### src/rtl/menu_pkg.sv
// Shared definitions for the menu screen: the controller state encoding,
// default button geometry (screen pixels) and the colours the menu pixel
// generator uses to draw the buttons and the connect status.
package menu_pkg;

  typedef enum logic [2:0] {
    S_IDLE  = 3'd0,
    S_WAIT  = 3'd1,
    S_LINK  = 3'd2,
    S_START = 3'd3,
    S_GAME  = 3'd4
  } state_e;

  // Button rectangles: X0/Y0 inclusive, X1/Y1 exclusive.
  localparam int unsigned BTN_X0_DEF       = 220;
  localparam int unsigned BTN_X1_DEF       = 420;
  localparam int unsigned START_Y0_DEF     = 250;
  localparam int unsigned START_Y1_DEF     = 300;
  localparam int unsigned CONN_Y0_DEF      = 320;
  localparam int unsigned CONN_Y1_DEF      = 370;
  localparam int unsigned CONN_TIMEOUT_DEF = 500000000;  // 5 s at 100 MHz

  // 12-bit RGB colours shared with the menu pixel generator.
  localparam logic [11:0] COL_BG        = 12'h000;
  localparam logic [11:0] COL_BTN       = 12'h444;
  localparam logic [11:0] COL_BTN_HOVER = 12'h888;
  localparam logic [11:0] COL_TEXT      = 12'hFFF;
  localparam logic [11:0] COL_CONN_WAIT = 12'hFA0;
  localparam logic [11:0] COL_CONN_LINK = 12'h0F0;

endpackage

### src/rtl/menu_button_click.sv
// One menu button: rectangle hit test on registered cursor coordinates, and
// press/release-to-click conversion.
//   clk, rst_n   clock, synchronous active-low reset
//   x_i, y_i     registered cursor position
//   rise_i       left button press edge (aligned with x_i/y_i)
//   fall_i       left button release edge (aligned with x_i/y_i)
//   en_i         1 while in the menu; 0 forces hover off and disarms
//   hover_o      cursor inside the rectangle and enabled
//   click_o      1-cycle pulse: released over the button after pressing on it
module menu_button_click
  import menu_pkg::*;
#(
  parameter int unsigned X0 = BTN_X0_DEF,
  parameter int unsigned X1 = BTN_X1_DEF,
  parameter int unsigned Y0 = START_Y0_DEF,
  parameter int unsigned Y1 = START_Y1_DEF
) (
  input  logic       clk,
  input  logic       rst_n,
  input  logic [9:0] x_i,
  input  logic [9:0] y_i,
  input  logic       rise_i,
  input  logic       fall_i,
  input  logic       en_i,
  output logic       hover_o,
  output logic       click_o
);

  localparam logic [9:0] X0_L = 10'(X0);
  localparam logic [9:0] X1_L = 10'(X1);
  localparam logic [9:0] Y0_L = 10'(Y0);
  localparam logic [9:0] Y1_L = 10'(Y1);

  logic hit;
  logic armed_q, armed_d;

  assign hit     = (x_i >= X0_L) && (x_i < X1_L) && (y_i >= Y0_L) && (y_i < Y1_L);
  assign hover_o = hit && en_i;
  assign click_o = armed_q && fall_i && hover_o;

  // Leaving the button (or the menu) while held drops the arm, so a later
  // release back over the button does not count.
  always_comb begin
    armed_d = armed_q;
    if (!hover_o)    armed_d = 1'b0;
    else if (rise_i) armed_d = 1'b1;
    else if (fall_i) armed_d = 1'b0;
  end

  always_ff @(posedge clk) begin
    if (!rst_n) armed_q <= 1'b0;
    else        armed_q <= armed_d;
  end

endmodule

### src/rtl/menu_ctrl.sv
// Menu-screen controller: START/CONNECT hover and click detection, two-board
// connect handshake with timeout, and the start-game pulse.
//   clk, rst_n               clock, synchronous active-low reset
//   mouse_x, mouse_y         cursor position (registered here, 1-cycle latency)
//   MOUSE_LEFT               left button level
//   peer_connect             peer's send_connect (asynchronous, 2-FF synchronised)
//   game_exit                1-cycle pulse from the game FSM: back to menu
//   mouse_on_start_button    hover START (menu only)
//   mouse_on_connect_button  hover CONNECT (menu only)
//   send_connect             local connect request
//   receive_connect          synchronised peer_connect
//   start_game               1-cycle pulse on leaving the menu
//   multiplayer              1 if linked when START was clicked
//   in_menu                  1 outside S_GAME
//   dbg_state_o              current controller state
module menu_ctrl
  import menu_pkg::*;
#(
  parameter int unsigned BTN_X0       = BTN_X0_DEF,
  parameter int unsigned BTN_X1       = BTN_X1_DEF,
  parameter int unsigned START_Y0     = START_Y0_DEF,
  parameter int unsigned START_Y1     = START_Y1_DEF,
  parameter int unsigned CONN_Y0      = CONN_Y0_DEF,
  parameter int unsigned CONN_Y1      = CONN_Y1_DEF,
  parameter int unsigned CONN_TIMEOUT = CONN_TIMEOUT_DEF
) (
  input  logic       clk,
  input  logic       rst_n,
  input  logic [9:0] mouse_x,
  input  logic [9:0] mouse_y,
  input  logic       MOUSE_LEFT,
  input  logic       peer_connect,
  input  logic       game_exit,
  output logic       mouse_on_start_button,
  output logic       mouse_on_connect_button,
  output logic       send_connect,
  output logic       receive_connect,
  output logic       start_game,
  output logic       multiplayer,
  output logic       in_menu,
  output state_e     dbg_state_o
);

  localparam logic [28:0] TMO_LAST = 29'(CONN_TIMEOUT - 1);

  logic [9:0]  x_q, y_q;
  logic        left_q, left_prev_q;
  logic        sync1_q, sync2_q;
  logic        rise, fall;
  logic        start_click, conn_click;
  state_e      state_q, state_d;
  logic        mp_q, mp_d;
  logic [28:0] timer_q, timer_d;

  // During reset the button history tracks the live level, so a button
  // already held when reset is released is not seen as a fresh press.
  always_ff @(posedge clk) begin
    if (!rst_n) begin
      x_q         <= '0;
      y_q         <= '0;
      left_q      <= MOUSE_LEFT;
      left_prev_q <= MOUSE_LEFT;
      sync1_q     <= 1'b0;
      sync2_q     <= 1'b0;
    end else begin
      x_q         <= mouse_x;
      y_q         <= mouse_y;
      left_q      <= MOUSE_LEFT;
      left_prev_q <= left_q;
      sync1_q     <= peer_connect;
      sync2_q     <= sync1_q;
    end
  end

  assign rise            = left_q && !left_prev_q;
  assign fall            = !left_q && left_prev_q;
  assign receive_connect = sync2_q;
  assign in_menu         = (state_q != S_GAME);

  menu_button_click #(
    .X0(BTN_X0), .X1(BTN_X1), .Y0(START_Y0), .Y1(START_Y1)
  ) u_start_btn (
    .clk(clk), .rst_n(rst_n), .x_i(x_q), .y_i(y_q), .rise_i(rise), .fall_i(fall),
    .en_i(in_menu), .hover_o(mouse_on_start_button), .click_o(start_click)
  );

  menu_button_click #(
    .X0(BTN_X0), .X1(BTN_X1), .Y0(CONN_Y0), .Y1(CONN_Y1)
  ) u_conn_btn (
    .clk(clk), .rst_n(rst_n), .x_i(x_q), .y_i(y_q), .rise_i(rise), .fall_i(fall),
    .en_i(in_menu), .hover_o(mouse_on_connect_button), .click_o(conn_click)
  );

  // A CONNECT click beats an arriving peer; an arriving peer beats timeout.
  always_comb begin
    state_d = state_q;
    mp_d    = mp_q;
    timer_d = timer_q;
    unique case (state_q)
      S_IDLE: begin
        if (conn_click) begin
          state_d = S_WAIT;
          timer_d = '0;
        end else if (start_click) begin
          state_d = S_START;
          mp_d    = 1'b0;
        end
      end
      S_WAIT: begin
        if (conn_click) begin
          state_d = S_IDLE;
        end else if (start_click) begin
          state_d = S_START;
          mp_d    = 1'b0;
        end else if (receive_connect) begin
          state_d = S_LINK;
        end else if (timer_q == TMO_LAST) begin
          state_d = S_IDLE;
        end else if (timer_q != '1) begin
          timer_d = timer_q + 29'd1;
        end
      end
      S_LINK: begin
        if (conn_click) begin
          state_d = S_IDLE;
        end else if (start_click) begin
          state_d = S_START;
          mp_d    = 1'b1;
        end else if (!receive_connect) begin
          state_d = S_WAIT;
          timer_d = '0;
        end
      end
      S_START: state_d = S_GAME;
      S_GAME: begin
        if (game_exit) begin
          state_d = S_IDLE;
          mp_d    = 1'b0;
        end
      end
      default: state_d = S_IDLE;
    endcase
  end

  always_ff @(posedge clk) begin
    if (!rst_n) begin
      state_q <= S_IDLE;
      mp_q    <= 1'b0;
      timer_q <= '0;
    end else begin
      state_q <= state_d;
      mp_q    <= mp_d;
      timer_q <= timer_d;
    end
  end

  assign start_game   = (state_q == S_START);
  assign multiplayer  = mp_q;
  assign send_connect = (state_q == S_WAIT) || (state_q == S_LINK) ||
                        (((state_q == S_START) || (state_q == S_GAME)) && mp_q);
  assign dbg_state_o  = state_q;

endmodule
### config.mk
export PLATFORM = sky130hd
export DESIGN_NAME = menu_ctrl
export DESIGN_NICKNAME = d
export VERILOG_FILES = /design/src/rtl/menu_pkg.sv /design/src/rtl/menu_button_click.sv /design/src/rtl/menu_ctrl.sv
export SDC_FILE = /design/constraint.sdc
export NUM_CORES = 1
export LEC_CHECK = 0
export CORE_MARGIN = 2
export CORE_UTILIZATION = 41
export CTS_BUF_LIST = sky130_fd_sc_hd__clkbuf_2
export DETAILED_ROUTE_END_ITERATION = 8
export GPL_TIMING_DRIVEN = 0
export PLACE_DENSITY = 0.62
export RECOVER_POWER = 25
export SLEW_MARGIN = 20
export SYNTH_ARGS = -nofsm -noshare
export SYNTH_HDL_FRONTEND = slang
export SYNTH_SLANG_ARGS = --single-unit
### constraint.sdc
create_clock -name clk -period 2.86 [get_ports clk]
set_input_delay 0.572 -clock clk [delete_from_list [all_inputs] [get_ports clk]]
set_output_delay 0.572 -clock clk [all_outputs]
set_load 0.02 [all_outputs]
# == Word-level counts from Yosys, hierarchy flattened ==
# Index checks and enable logic that the tools add are counted.
# totals
latch_bits,0
regBits,59
mem_bits_rw,0
out_inout_bits,10
romBits,0
word_cells,100
n_memories,0
# classes
bitwise,0
multipliers,0
div_mod_pow,0
reduce_logical,29
n_eq_ne,23
order_cmp,6
n_addsub,1
mux,30
shifts,0
# op_table
cell,n
$mux W29,9
$pmux W29 S3,1
$lt A10 B9 Y1 const B,3
$mux W3,10
$add A29 B1 Y29 const B,1
$eq A29 B29 Y1 const B,1
$ne A29 B29 Y1 const B,1
$ne A2 B2 Y1 const B,12
$ge A10 B8 Y1 const B,2
$pmux W3 S5,1
$logic_and A1 B1 Y1,14
$ge A10 B9 Y1 const B,1
$reduce_and A10 Y1,1
$mux W1,8
$eq A3 B2 Y1 const B,2
$ne A3 B3 Y1 const B,2
$reduce_and A6 Y1,1
$reduce_bool A3 Y1,2
$ne A5 B5 Y1 const B,1
$ne A4 B4 Y1 const B,1
$reduce_and A2 Y1,2
$reduce_and A4 Y1,1
$eq A3 B1 Y1 const B,1
$eq A3 B3 Y1 const B,1
7 further kinds,10

# == Logic depth before layout (Yosys ltp) ==
# Gate-level depths: netlist (run 1).
# depth
word_depth,9
ltp_mapped,11
ltp_nobuf,9

# == Cells and area by module ==
# From an unflattened synthesis (run 1), not the netlist that was laid out.
# unflattened
cells_unflattened,359
area_unflattened_um2,3015.4
# by_module_without_submodules
mod,seq_area_each_um2,area_each_um2,n_inst,cells_each
menu_ctrl,1141.1,2746.4,1,322
menu_button_click at u_start_btn,20.0,151.4,1,20
menu_button_click at u_conn_btn,20.0,117.6,1,17

# == Worst setup path before layout (run 1) ==
# OpenSTA, ideal clock, no wires.
# synth_path
path_kind,register to register
start,"register state_q[0], in the netlist dbg_state_o[0]"
end,register timer_q[25]
arrival_ns,2.506
n_path_buf,2
slack_ns,0.267
t_required_ns,2.773
period_less_slack_ns,2.593
setup_ns,0.087
stages_incl_launch_ff,12
path_cell_list,dfxtp_1 buf_6 nor2_4 and2_4 inv_4 nand4_4 nor3_1 a311oi_2 a31oi_4 buf_6 o21ai_1 o31ai_1
# synth_between
elab_chain_len,5
# synth_rtl
element,line_no,rtl
start: declaration,menu_ctrl.sv:51,"state_e state_q, state_d;"
start signal: assignment,menu_ctrl.sv:151,state_q <= state_d;
$ne A3 B3 Y1 (*),menu_ctrl.sv:78,assign in_menu = (state_q != S_GAME);
via in_menu,menu_ctrl.sv:40,"output logic in_menu,"
$logic_and A1 B1 Y1 (*),menu_button_click.sv:38,assign hover_o = hit && en_i;
via mouse_on_connect_button,menu_ctrl.sv:35,"output logic mouse_on_connect_button,"
$logic_and A1 B1 Y1 (*),menu_button_click.sv:39,assign click_o = armed_q && fall_i && hover_o;
$ne A2 B2 Y1 (no line),--,
$reduce_and A10 Y1 (no line) (*),--,
end signal: assignment,menu_ctrl.sv:153,timer_q <= timer_d;
end: declaration,menu_ctrl.sv:53,"logic [28:0] timer_q, timer_d;"
# Mark *: on every way through the listed nets, which the timed path passes. The rest lies on a longest branch.
# A chain may end at the register's enable or synchronous reset.

# == Worst setup path after layout (run 1) ==
# layout_path
start,"register state_q[1], in the netlist dbg_state_o[1]"
end,output send_connect
# layout_between
elab_chain_len,4
# layout_rtl
element,line_no,rtl
$eq A3 B2 Y1 / $eq A3 B3 Y1 (equally long branches),menu_ctrl.sv:160,(((state_q == S_START) || (state_q == S_GAME)) && mp_q);
$logic_or A1 B1 Y1,menu_ctrl.sv:160,
$logic_and A1 B1 Y1,menu_ctrl.sv:160,
$logic_or A1 B1 Y1 (*),menu_ctrl.sv:159,assign send_connect = (state_q == S_WAIT) || (state_q == S_LINK) ||
end: declaration,menu_ctrl.sv:36,"output logic send_connect,"
# Mark *: on every way between the ends. The rest lies on a longest branch, timed or not.

==> flow_metrics.env, run 1 <==
export IMPL_required_ps=2290
export IMPL_async_flop_share=0
export IMPL_grt_pass1_vias=2446
export IMPL_synth_fp_nets=377
export IMPL_vdd_ir_drop_max_uv=217
export IMPL_maxCapViolCount=0
export IMPL_ys_seq_elements=56
export IMPL_leakage_nw=1.27
export IMPL_clock_root_buffer="clkbuf_2"
export IMPL_rsz0062_at_grt="no"
export IMPL_crit_fanout=10
export IMPL_cp_end_kind="primary output"
export IMPL_clk_latency_ps=450
export IMPL_gp_congestion=0.871
export IMPL_holdPathStages=1
export IMPL_crit_slowest_cell="clkdlybuf4s50_1"
export IMPL_pin_count=35
export IMPL_fin_ws_ps=174
export IMPL_path_clk_slew_ps=240
export IMPL_finalHoldViolations=0
export IMPL_routedWlPerCell_um=15.4
export IMPL_syn_avg_cell_area_sq_um=8.55
export IMPL_hp_class="flop to flop"
export IMPL_htreeDepth=2
export IMPL_layout_cells_non_filler=487
export IMPL_grt_antenna_before_repair=0
export IMPL_status="completed"
export IMPL_grt_pass1_wl_um=12400
export IMPL_drtPass1Iterations=5
export IMPL_die_y_um=89.3
export IMPL_cts_buffers=5
export IMPL_finalSetupViolCount=0
export IMPL_slew_headroom=0.614
export IMPL_clockBufferDepth=2
export IMPL_synth_mux_area_fraction=0.00712
export IMPL_layout_nets=415
export IMPL_pwr_density_cell_nw_per_um2=390
export IMPL_ctsResizeCount=6
export IMPL_crit_type="flop to primary output"
export IMPL_hold_start="sync1_q"
export IMPL_syn_to_final_growth_pct=16.2
export IMPL_cpPeakStageDelay_ps=630
export IMPL_synth_compound_area_frac=0.226
export IMPL_drive_gt1_frac=0.101
export IMPL_dp_cells=479
export IMPL_crit_path_cell_trace="clkbuf_2, xnor2_1, o21ai_0, clkdlybuf4s50_1"
export IMPL_fin_skew_ps=38.4
export IMPL_worstSetupStartpointType="flop"
export IMPL_rows=31
export IMPL_synth_xor_area_share=0.00293
export IMPL_die_w_um=89.3
export IMPL_synth_simple_area_share=0.336
export IMPL_finalPower_w=0.00135
export IMPL_synthDistinctLibCells=63
export IMPL_worst_hold_path_endpoint="receive_connect"
export IMPL_fin_setup_tns_ps=0
export IMPL_tightest_slew_ps=579
export IMPL_start_util=0.418
export IMPL_gr_total_overflow=0
export IMPL_via_count=2744
export IMPL_track_usage=0.200
export IMPL_final_max_slew_viol_count=0
export IMPL_ant_nets=0
export IMPL_pre_cts_ws_ps=226
export IMPL_reg2regPathDepth=9
export IMPL_grt_max_degree=16
export IMPL_synth_edf_count=0
export IMPL_place_hpwl_um=5580
export IMPL_rrSetupSlack_ps=310
export IMPL_cts_sinks=56
export IMPL_n_antenna_cell=0
export IMPL_synth_cells=349
export IMPL_worstPathArrival_ps=2110
export IMPL_numPortBuffers=31
export IMPL_synthAdderAreaFrac=0.0126
export IMPL_yosysWarnings=0
export IMPL_holdBufCountCts=0
export IMPL_ys_seq_area_frac=0.376
export IMPL_drtIter0Drc=144
export IMPL_fin_crit_sh=0.939
export IMPL_cts_setup_buffers=0
export IMPL_fp_coreArea_sq_um=7140
export IMPL_timing_final_crit_period_ps=2690
export IMPL_wl_um=7510
export IMPL_worst_r2r_endpoint="timer_q[15]"
export IMPL_fmax_mhz=372
export IMPL_cts_tree="built"
export IMPL_synth_top_family_by_area="simple AND/OR/NAND/NOR gates"
export IMPL_die_area_sq_um=7980
export IMPL_holdWs_ps=468
export IMPL_syn_area_sq_um=2990
export IMPL_viasPerCell=5.63
export IMPL_drt_drc_violations_left=0
export IMPL_synth_flop_cell="dfxtp_1"
export IMPL_rr_startpoint="timer_q[0]"
==> worst max-delay path: cells and delay by family, from the launching register on <==
| family | cells | cell delay [ps] |
|---|---|---|
| buf+inv | 2 | 900 |
| flops | 1 | 510 |
| compound gates | 1 | 160 |
| xor+xnor | 1 | 120 |
==> final cells by class <==
class	count	area (sq um)
Clock inverter	1	3.75
Multi-Input combinational cell	269	1760
Sequential cell	56	1120
Timing Repair Buffer	31	308
Fill cell	741	3670
Clock buffer	7	35.0
Tap cell	99	124
Inverter	6	25.0
Buffer	18	95.1
==> layout by cell type, fill, tap and decap left out, types with 2 or more instances in the layout <==
master           Yosys  layout
a21o_1               5       5
a21oi_1             15      15
a311oi_2             2       2
a31oi_1              7       7
a41oi_1              4       4
and2_0               0       8
and2_1              26      18
and3_1              12      12
and4_1               3       3
and4b_1              3       3
buf_2                6       6
buf_6                2       2
clkbuf_1             9       8
clkbuf_2             0       8
clkdlybuf4s50_1      0      27
dfxtp_1             56      55
dlygate4sd2_1        0       2
dlygate4sd3_1        0       2
ha_1                 3       3
inv_1                5       5
nand2_1             35      35
nand2b_1             7       7
nand3_1             22      22
nand3_2              2       2
nand3b_1             2       2
nand4_1             10      10
nor2_1              14      14
nor2b_1              4       4
nor3_1               6       5
nor4_1               5       5
o211ai_1             7       7
o21a_1               2       2
o21ai_0             13      13
o21ai_1             16      16
o21bai_1             2       2
o31ai_1              7       7
o41ai_1              2       2
or3_1                5       5
==> state kept, by name, summed over array words and instances (netlist names) <==
name	cells
dbg_state_o	3
left_prev_q	1
left_q	1
multiplayer	1
receive_connect	1
sync1_q	1
timer_q	29
u_conn_btn.armed_q	1
u_start_btn.armed_q	1
x_q	8
y_q	9
==> Yosys cell counts, types with 2 or more instances <==
cell type,instances,share of area
dfxtp_1,56,0.38
and4b_1,3,0.010
and2_1,26,0.054
nand2_1,35,0.044
nor4_1,5,0.010
buf_6,2,0.0075
a41oi_1,4,0.012
o211ai_1,7,0.018
ha_1,3,0.013
nor2_1,14,0.018
o21bai_1,2,0.0050
nand4_1,10,0.021
a31oi_1,7,0.015
and4_1,3,0.0088
a311oi_2,2,0.010
o31ai_1,7,0.018
a21oi_1,15,0.025
nand3b_1,2,0.0050
and3_1,12,0.025
nand3_1,22,0.037
buf_2,6,0.010
o21ai_0,13,0.022
nor3_1,6,0.010
inv_1,5,0.0063
a21o_1,5,0.013
o41ai_1,2,0.0059
nand2b_1,7,0.015
o21ai_1,16,0.027
nand3_2,2,0.0067
o21a_1,2,0.0050
or3_1,5,0.010
clkbuf_1,9,0.011
nor2b_1,4,0.0084
==> cell families (layout without fill, tap and decap cells) <==
logic type,Yosys count,count (layout)
muxes,2,2
adders and majority gates,3,3
AOI/OAI and AO/OA,94,94
DFF,56,56
buffers and inverters,24,63
xor gates and xnor gates,1,1
and+or+nand+nor,169,169
==> power breakdown <==
group,switching [W],leakage [nW],total (W),internal [W]
registers,0.0000162,0.457,0.000820,0.000804
clock network,0.000231,0.0306,0.000297,0.0000653
logic,0.000129,0.781,0.000235,0.000106
total,0.000377,1.27,0.00135,0.000976
==> worst max-delay path by stage <==
stage | from | to | slack, ps | depth (start not counted)
6_report | dbg_state_o[1] | send_connect | 170 | 4
3_5_place_dp | rst_n | timer_q[27] | 230 | 6
5_1_grt | dbg_state_o[1] | send_connect | 7 | 4
3_3_place_gp | rst_n | timer_q[27] | 170 | 6
4_1_cts | dbg_state_o[1] | send_connect | 140 | 4
2_1_floorplan | dbg_state_o[0] | timer_q[25] | 270 | 11
==> through the flow <==
| step | instance area, sq um | utilization |
|---|---|---|
| detailed placement | 3420 | 0.479 |
| CTS | 3470 | 0.486 |
| global route | 3470 | 0.486 |
| finish | 3470 | 0.486 |
| floorplan | 2990 | - |
| global placement | 3420 | 0.479 |
==> routing by layer <==
| layer | GRT usage | share of wire | vias up |
|---|---|---|---|
| met2 | 0.319 | 0.47 | 49 |
| met5 | 0 | 0 | - |
| li1 | - | - | 1376 |
| met3 | 0.0295 | 0.038 | 5 |
| met4 | 0.0488 | 0.0096 | 0 |
| met1 | 0.285 | 0.49 | 1314 |
Note: power is estimated with default switching activity, not from simulation.
==> run 2, diff against run 1 <==
--- a/config.mk
+++ b/config.mk
@@ -6,11 +6,12 @@
 export NUM_CORES = 1
 export LEC_CHECK = 0
 export CORE_MARGIN = 2
-export CORE_UTILIZATION = 41
+export CORE_UTILIZATION = 58
 export CTS_BUF_LIST = sky130_fd_sc_hd__clkbuf_2
+export CTS_CLUSTER_DIAMETER = 120
 export DETAILED_ROUTE_END_ITERATION = 8
 export GPL_TIMING_DRIVEN = 0
-export PLACE_DENSITY = 0.62
+export PLACE_DENSITY = 0.82
 export RECOVER_POWER = 25
 export SLEW_MARGIN = 20
 export SYNTH_ARGS = -nofsm -noshare
==> flow_metrics.env, run 2 (synthesis gave the netlist of run 1 again) <==
export IMPL_status="completed"
export IMPL_fill_cells=421
export IMPL_track_usage=0.282
export IMPL_maxCapViolCount=0
export IMPL_crit_fanout=9
export IMPL_tightest_slew_ps=586
export IMPL_cp_top_family="buffers and inverters"
export IMPL_seqCellArea_sq_um=1120
export IMPL_grt_pass1_wl_um=12200
export IMPL_required_ps=2290
export IMPL_multiInputGateArea_sq_um=1770
export IMPL_cts_tree="built"
export IMPL_crit_slowest_cell="clkdlybuf4s50_1"
export IMPL_timing_final_crit_period_ps=2720
export IMPL_reg2regPathDepth=8
export IMPL_holdBufCountCts=0
export IMPL_n_antenna_cell=0
export IMPL_start_util=0.592
export IMPL_finalHoldViolations=0
export IMPL_rows=26
export IMPL_htreeDepth=2
export IMPL_worst_r2r_endpoint="timer_q[27]"
export IMPL_holdPathStages=2
export IMPL_rr_startpoint="dbg_state_o[0]"
export IMPL_numPortBuffers=31
export IMPL_cts_buffers=5
export IMPL_finalSetupViolCount=0
export IMPL_cts_sinks=56
export IMPL_via_count=2795
export IMPL_drtPass1Iterations=5
export IMPL_worst_hold_path_endpoint="timer_q[24]"
export IMPL_routedWlPerCell_um=16.3
export IMPL_clockBufferDepth=2
export IMPL_seq_power_share=0.587
export IMPL_power_frac_clock=0.242
export IMPL_largest_register="timer_q"
export IMPL_syn_to_final_growth_pct=15.9
export IMPL_ant_nets=0
export IMPL_pin_count=35
export IMPL_leakage_nw=1.27
export IMPL_die_area_sq_um=5740
export IMPL_crit_type="flop to primary output"
export IMPL_drive_gt1_frac=0.113
export IMPL_viasPerCell=6.10
export IMPL_largest_reg_flops=29
export IMPL_fin_skew_ps=40.6
export IMPL_drt_drc_violations_left=0
export IMPL_worst_path_stages=4
export IMPL_gr_total_overflow=0
export IMPL_grt_max_degree=20
export IMPL_grt_pass1_vias=2530
export IMPL_layout_common_cells="dfxtp_1 (54), nand2_1 (35), clkdlybuf4s50_1 (27)"
export IMPL_fmax_mhz=368
export IMPL_cp_end_kind="primary output"
export IMPL_gp_congestion=0.927
export IMPL_final_max_slew_viol_count=0
export IMPL_pwr_density_cell_nw_per_um2=405
export IMPL_fp_coreArea_sq_um=5040
export IMPL_rrSetupSlack_ps=280
export IMPL_fin_setup_tns_ps=0
export IMPL_hp_class="flop to flop"
export IMPL_crit_top_cell="o21ai_0"
export IMPL_wl_um=7470
export IMPL_grt_antenna_before_repair=0
export IMPL_finalPower_w=0.00140
export IMPL_top_regs="timer_q: 29 flops, y_q: 9 flops, x_q: 8 flops"
export IMPL_place_hpwl_um=5590
export IMPL_p_sw_frac=0.300
export IMPL_cpPeakStageDelay_ps=640
export IMPL_fin_crit_sh=0.950
export IMPL_clock_root_buffer="clkbuf_2"
export IMPL_layout_nets=415
export IMPL_vdd_ir_drop_max_uv=317
export IMPL_holdWs_ps=482
export IMPL_crit_path_cell_trace="and2_4, o21ai_0, o21ai_0, clkdlybuf4s50_1"
export IMPL_power_switching_w=0.000421
export IMPL_rsz0062_at_grt="no"
export IMPL_slew_headroom=0.605
export IMPL_clk_latency_ps=480
export IMPL_combPwrFrac=0.171
export IMPL_hold_start="timer_q[24]"
export IMPL_p_int_w=0.000981
export IMPL_worstPathArrival_ps=2150
export IMPL_die_w_um=75.7
export IMPL_crit_buf_inv=1
export IMPL_drtIter0Drc=264
export IMPL_layout_commonest_cell="dfxtp_1"
export IMPL_die_y_um=75.7
export IMPL_worstSetupStartpointType="flop"
export IMPL_path_clk_slew_ps=300
## run 2: cell types whose count changed in the layout (fill, tap and decap cells not counted), sizes merged
| cell | before | now |
|---|---|---|
| inv | 6 | 7 |
| clkbuf | 16 | 14 |
| clkinv | 1 | 2 |
## run 2: worst min-delay path, cell delays in order (launching register included)
cell and delay (ps):
dfxtp_1 380, nand2_1 50, o21ai_1 50
## run 2: repair_timing
item / in CTS / in global routing
endpoints found under the setup margin: 3 / 3
buffers inserted: 0 / 0
cloned: 0 / 0
gates resized for setup: 5 / 5
## run 2: layer usage
layer  global-route usage  part of all wire  wire length, um  vias to the layer above
met5                    0                 0                0                        -
met1                0.407              0.47             3510                     1300
met3               0.0556             0.065              489                       12
met2                0.418              0.44             3320                      108
li1                     -                 -                -                     1375
met4               0.0975             0.020              149                        0
## run 2: worst max-delay path by stage
| stage | start | endpoint | slack (ps) |
|---|---|---|---|
| finish | dbg_state_o[2] | send_connect | 140 |
| global route | y_q[1] | mouse_on_connect_button | 10 |
| CTS | y_q[6] | mouse_on_start_button | 80 |
| detailed placement | rst_n | timer_q[27] | 210 |
| global placement | rst_n | timer_q[27] | 250 |
| floorplan | dbg_state_o[0] | timer_q[25] | 270 |
## run 2: layout make-up
cell class | count | area share
multi-input combinational | 269 | 0.511
sequential | 56 | 0.325
timing repair buffer | 31 | 0.0890
buffer | 18 | 0.0275
tap | 70 | 0.0253
clock inverter | 3 | 0.00759
clock buffer | 5 | 0.00723
inverter | 6 | 0.00723
## run 2: through the flow
step | setup slack, ps | instance area (sq um) | utilization | cells
global placement | 246 | 3380 | 0.671 | 450
detailed placement | 211 | 3380 | 0.671 | 450
global route | 11.4 | 3460 | 0.686 | 458
floorplan | 267 | 2990 | - | 349
CTS | 77.5 | 3440 | 0.683 | 458
finish | 143 | 3460 | 0.686 | 458
## run 2: power groups by stage
stage / clock network [W] / registers [W] / logic [W]
finish: 0.000340 / 0.000823 / 0.000239
floorplan: 0 / 0.000836 / 0.000147
global route: 0.000377 / 0.000828 / 0.000261
CTS: 0.000345 / 0.000822 / 0.000237
detailed placement: 0 / 0.000835 / 0.000235
global placement: 0 / 0.000834 / 0.000232
==> run 3, diff against run 2 <==
--- a/config.mk
+++ b/config.mk
@@ -6,12 +6,12 @@
 export NUM_CORES = 1
 export LEC_CHECK = 0
 export CORE_MARGIN = 2
-export CORE_UTILIZATION = 58
+export CORE_UTILIZATION = 61
 export CTS_BUF_LIST = sky130_fd_sc_hd__clkbuf_2
 export CTS_CLUSTER_DIAMETER = 120
 export DETAILED_ROUTE_END_ITERATION = 8
 export GPL_TIMING_DRIVEN = 0
-export PLACE_DENSITY = 0.82
+export PLACE_DENSITY = 0.86
 export RECOVER_POWER = 25
 export SLEW_MARGIN = 20
 export SYNTH_ARGS = -nofsm -noshare
==> constraint.sdc (replaced) <==
create_clock -name clk -period 3.53 [get_ports clk]
set_input_delay 0.706 -clock clk [delete_from_list [all_inputs] [get_ports clk]]
set_output_delay 0.706 -clock clk [all_outputs]
set_load 0.02 [all_outputs]
==> flow_metrics.env, run 3 (synthesis gave the netlist of run 1 again) <==
export IMPL_status="completed"
export IMPL_seqCellArea_sq_um=1120
export IMPL_post_route_util=0.724
export IMPL_clock_root_buffer="clkbuf_2"
export IMPL_layout_common_cells="dfxtp_1 (56), nand2_1 (35), clkdlybuf4s50_1 (29)"
export IMPL_holdPathStages=1
export IMPL_worstSetupStartpointType="flop"
export IMPL_via_count=2915
export IMPL_ant_nets=0
export IMPL_gp_congestion=0.904
export IMPL_design_area_sq_um=3420
export IMPL_hold_start="sync1_q"
export IMPL_die_w_um=74.0
export IMPL_rr_startpoint="dbg_state_o[0]"
export IMPL_cts_tree="built"
export IMPL_leakage_nw=1.26
export IMPL_fin_crit_sh=0.933
export IMPL_cts_sinks=56
export IMPL_cts_buffers=5
export IMPL_holdWs_ps=484
export IMPL_cp_end_kind="primary output"
export IMPL_rsz0062_at_grt="no"
export IMPL_numPortBuffers=31
export IMPL_drtPass1Iterations=5
export IMPL_cts_setup_buffers=0
export IMPL_crit_fanout=9
export IMPL_htreeDepth=2
export IMPL_wl_um=7350
export IMPL_dp_cells=447
export IMPL_final_max_slew_viol_count=0
export IMPL_path_clk_slew_ps=260
export IMPL_worstPathArrival_ps=2590
export IMPL_grt_antenna_before_repair=0
export IMPL_start_util=0.632
export IMPL_finalSetupViolCount=0
export IMPL_worst_hold_path_endpoint="receive_connect"
export IMPL_largest_reg_flops=29
export IMPL_syn_to_final_growth_pct=14.5
export IMPL_multiInputGateArea_sq_um=1750
export IMPL_n_antenna_cell=0
export IMPL_routedWlPerCell_um=16.2
export IMPL_rows=25
export IMPL_drive_gt1_frac=0.0902
export IMPL_die_area_sq_um=5470
export IMPL_grt_pass1_vias=2600
export IMPL_layout_nets=415
export IMPL_drt_drc_violations_left=0
export IMPL_layout_cells_non_filler=455
export IMPL_required_ps=2820
export IMPL_largest_register="timer_q"
export IMPL_top_regs="timer_q: 29 flops, y_q: 9 flops, x_q: 8 flops"
export IMPL_fin_setup_tns_ps=0
export IMPL_place_area_sq_um=3380
export IMPL_grt_max_degree=16
export IMPL_clk_latency_ps=460
export IMPL_finalHoldViolations=0
export IMPL_rrSetupSlack_ps=910
export IMPL_reg2regPathDepth=8
export IMPL_maxCapViolCount=0
export IMPL_fin_skew_ps=20.4
export IMPL_vdd_ir_drop_max_uv=233
export IMPL_viasPerCell=6.41
export IMPL_tightest_slew_ps=547
export IMPL_drtIter0Drc=404
export IMPL_pin_count=35
export IMPL_place_hpwl_um=5430
export IMPL_fp_coreArea_sq_um=4720
export IMPL_layout_commonest_cell="dfxtp_1"
export IMPL_clockBufferDepth=2
export IMPL_track_usage=0.280
export IMPL_holdBufCountCts=0
export IMPL_fill_cells=349
export IMPL_ctsResizeCount=0
export IMPL_die_y_um=74.0
export IMPL_worst_r2r_endpoint="timer_q[27]"
export IMPL_hp_class="flop to flop"
export IMPL_fmax_mhz=304
export IMPL_crit_type="flop to primary output"
export IMPL_gr_total_overflow=0
export IMPL_slew_headroom=0.632
export IMPL_timing_final_crit_period_ps=3290
export IMPL_pwr_density_cell_nw_per_um2=323
export IMPL_grt_pass1_wl_um=11900
==> run 3: through the flow <==
step                      power [W]  worst slack (ps)
final                       0.00110               235
after global routing        0.00114               130
after CTS                   0.00110               252
after detailed placement   0.000866               737
after global placement     0.000861               730
after floorplan            0.000797               937
==> run 3: critical path, stage by stage (launching register included) <==
cell             delay, ps
dfxtp_1                400
buf_6                  140
nor2_4                  60
and2_4                 190
inv_4                   90
nand4_4                100
nor3_1                 460
clkdlybuf4s50_1        700
==> run 3: area by class of cell <==
| class | instances | area share |
|---|---|---|
| inverter | 6 | 0.00732 |
| clock buffer | 7 | 0.0102 |
| multi-input combinational | 269 | 0.511 |
| clock inverter | 1 | 0.00110 |
| tap | 67 | 0.0245 |
| buffer | 18 | 0.0275 |
| timing repair buffer | 31 | 0.0908 |
| sequential | 56 | 0.328 |
==> run 3: where the power goes <==
group	leakage (nW)	internal [W]	switching, W	total [W]
logic	0.768	0.0000860	0.000106	0.000192
clock network	0.0306	0.0000528	0.000193	0.000246
registers	0.457	0.000651	0.0000140	0.000665
total	1.26	0.000790	0.000313	0.00110
==> run 3: how the worst max path moves through the flow <==
| stage | start | to |
|---|---|---|
| after floorplan | dbg_state_o[0] | timer_q[25] |
| after CTS | dbg_state_o[0] | mouse_on_connect_button |
| after global placement | rst_n | timer_q[27] |
| after global routing | dbg_state_o[0] | mouse_on_connect_button |
| final | dbg_state_o[0] | mouse_on_connect_button |
| after detailed placement | rst_n | timer_q[27] |
==> run 3: metal layers <==
metal,track usage,wire (um)
met1,0.387,3210
met2,0.443,3370
met5,0,0
met3,0.0515,568
met4,0.0970,204
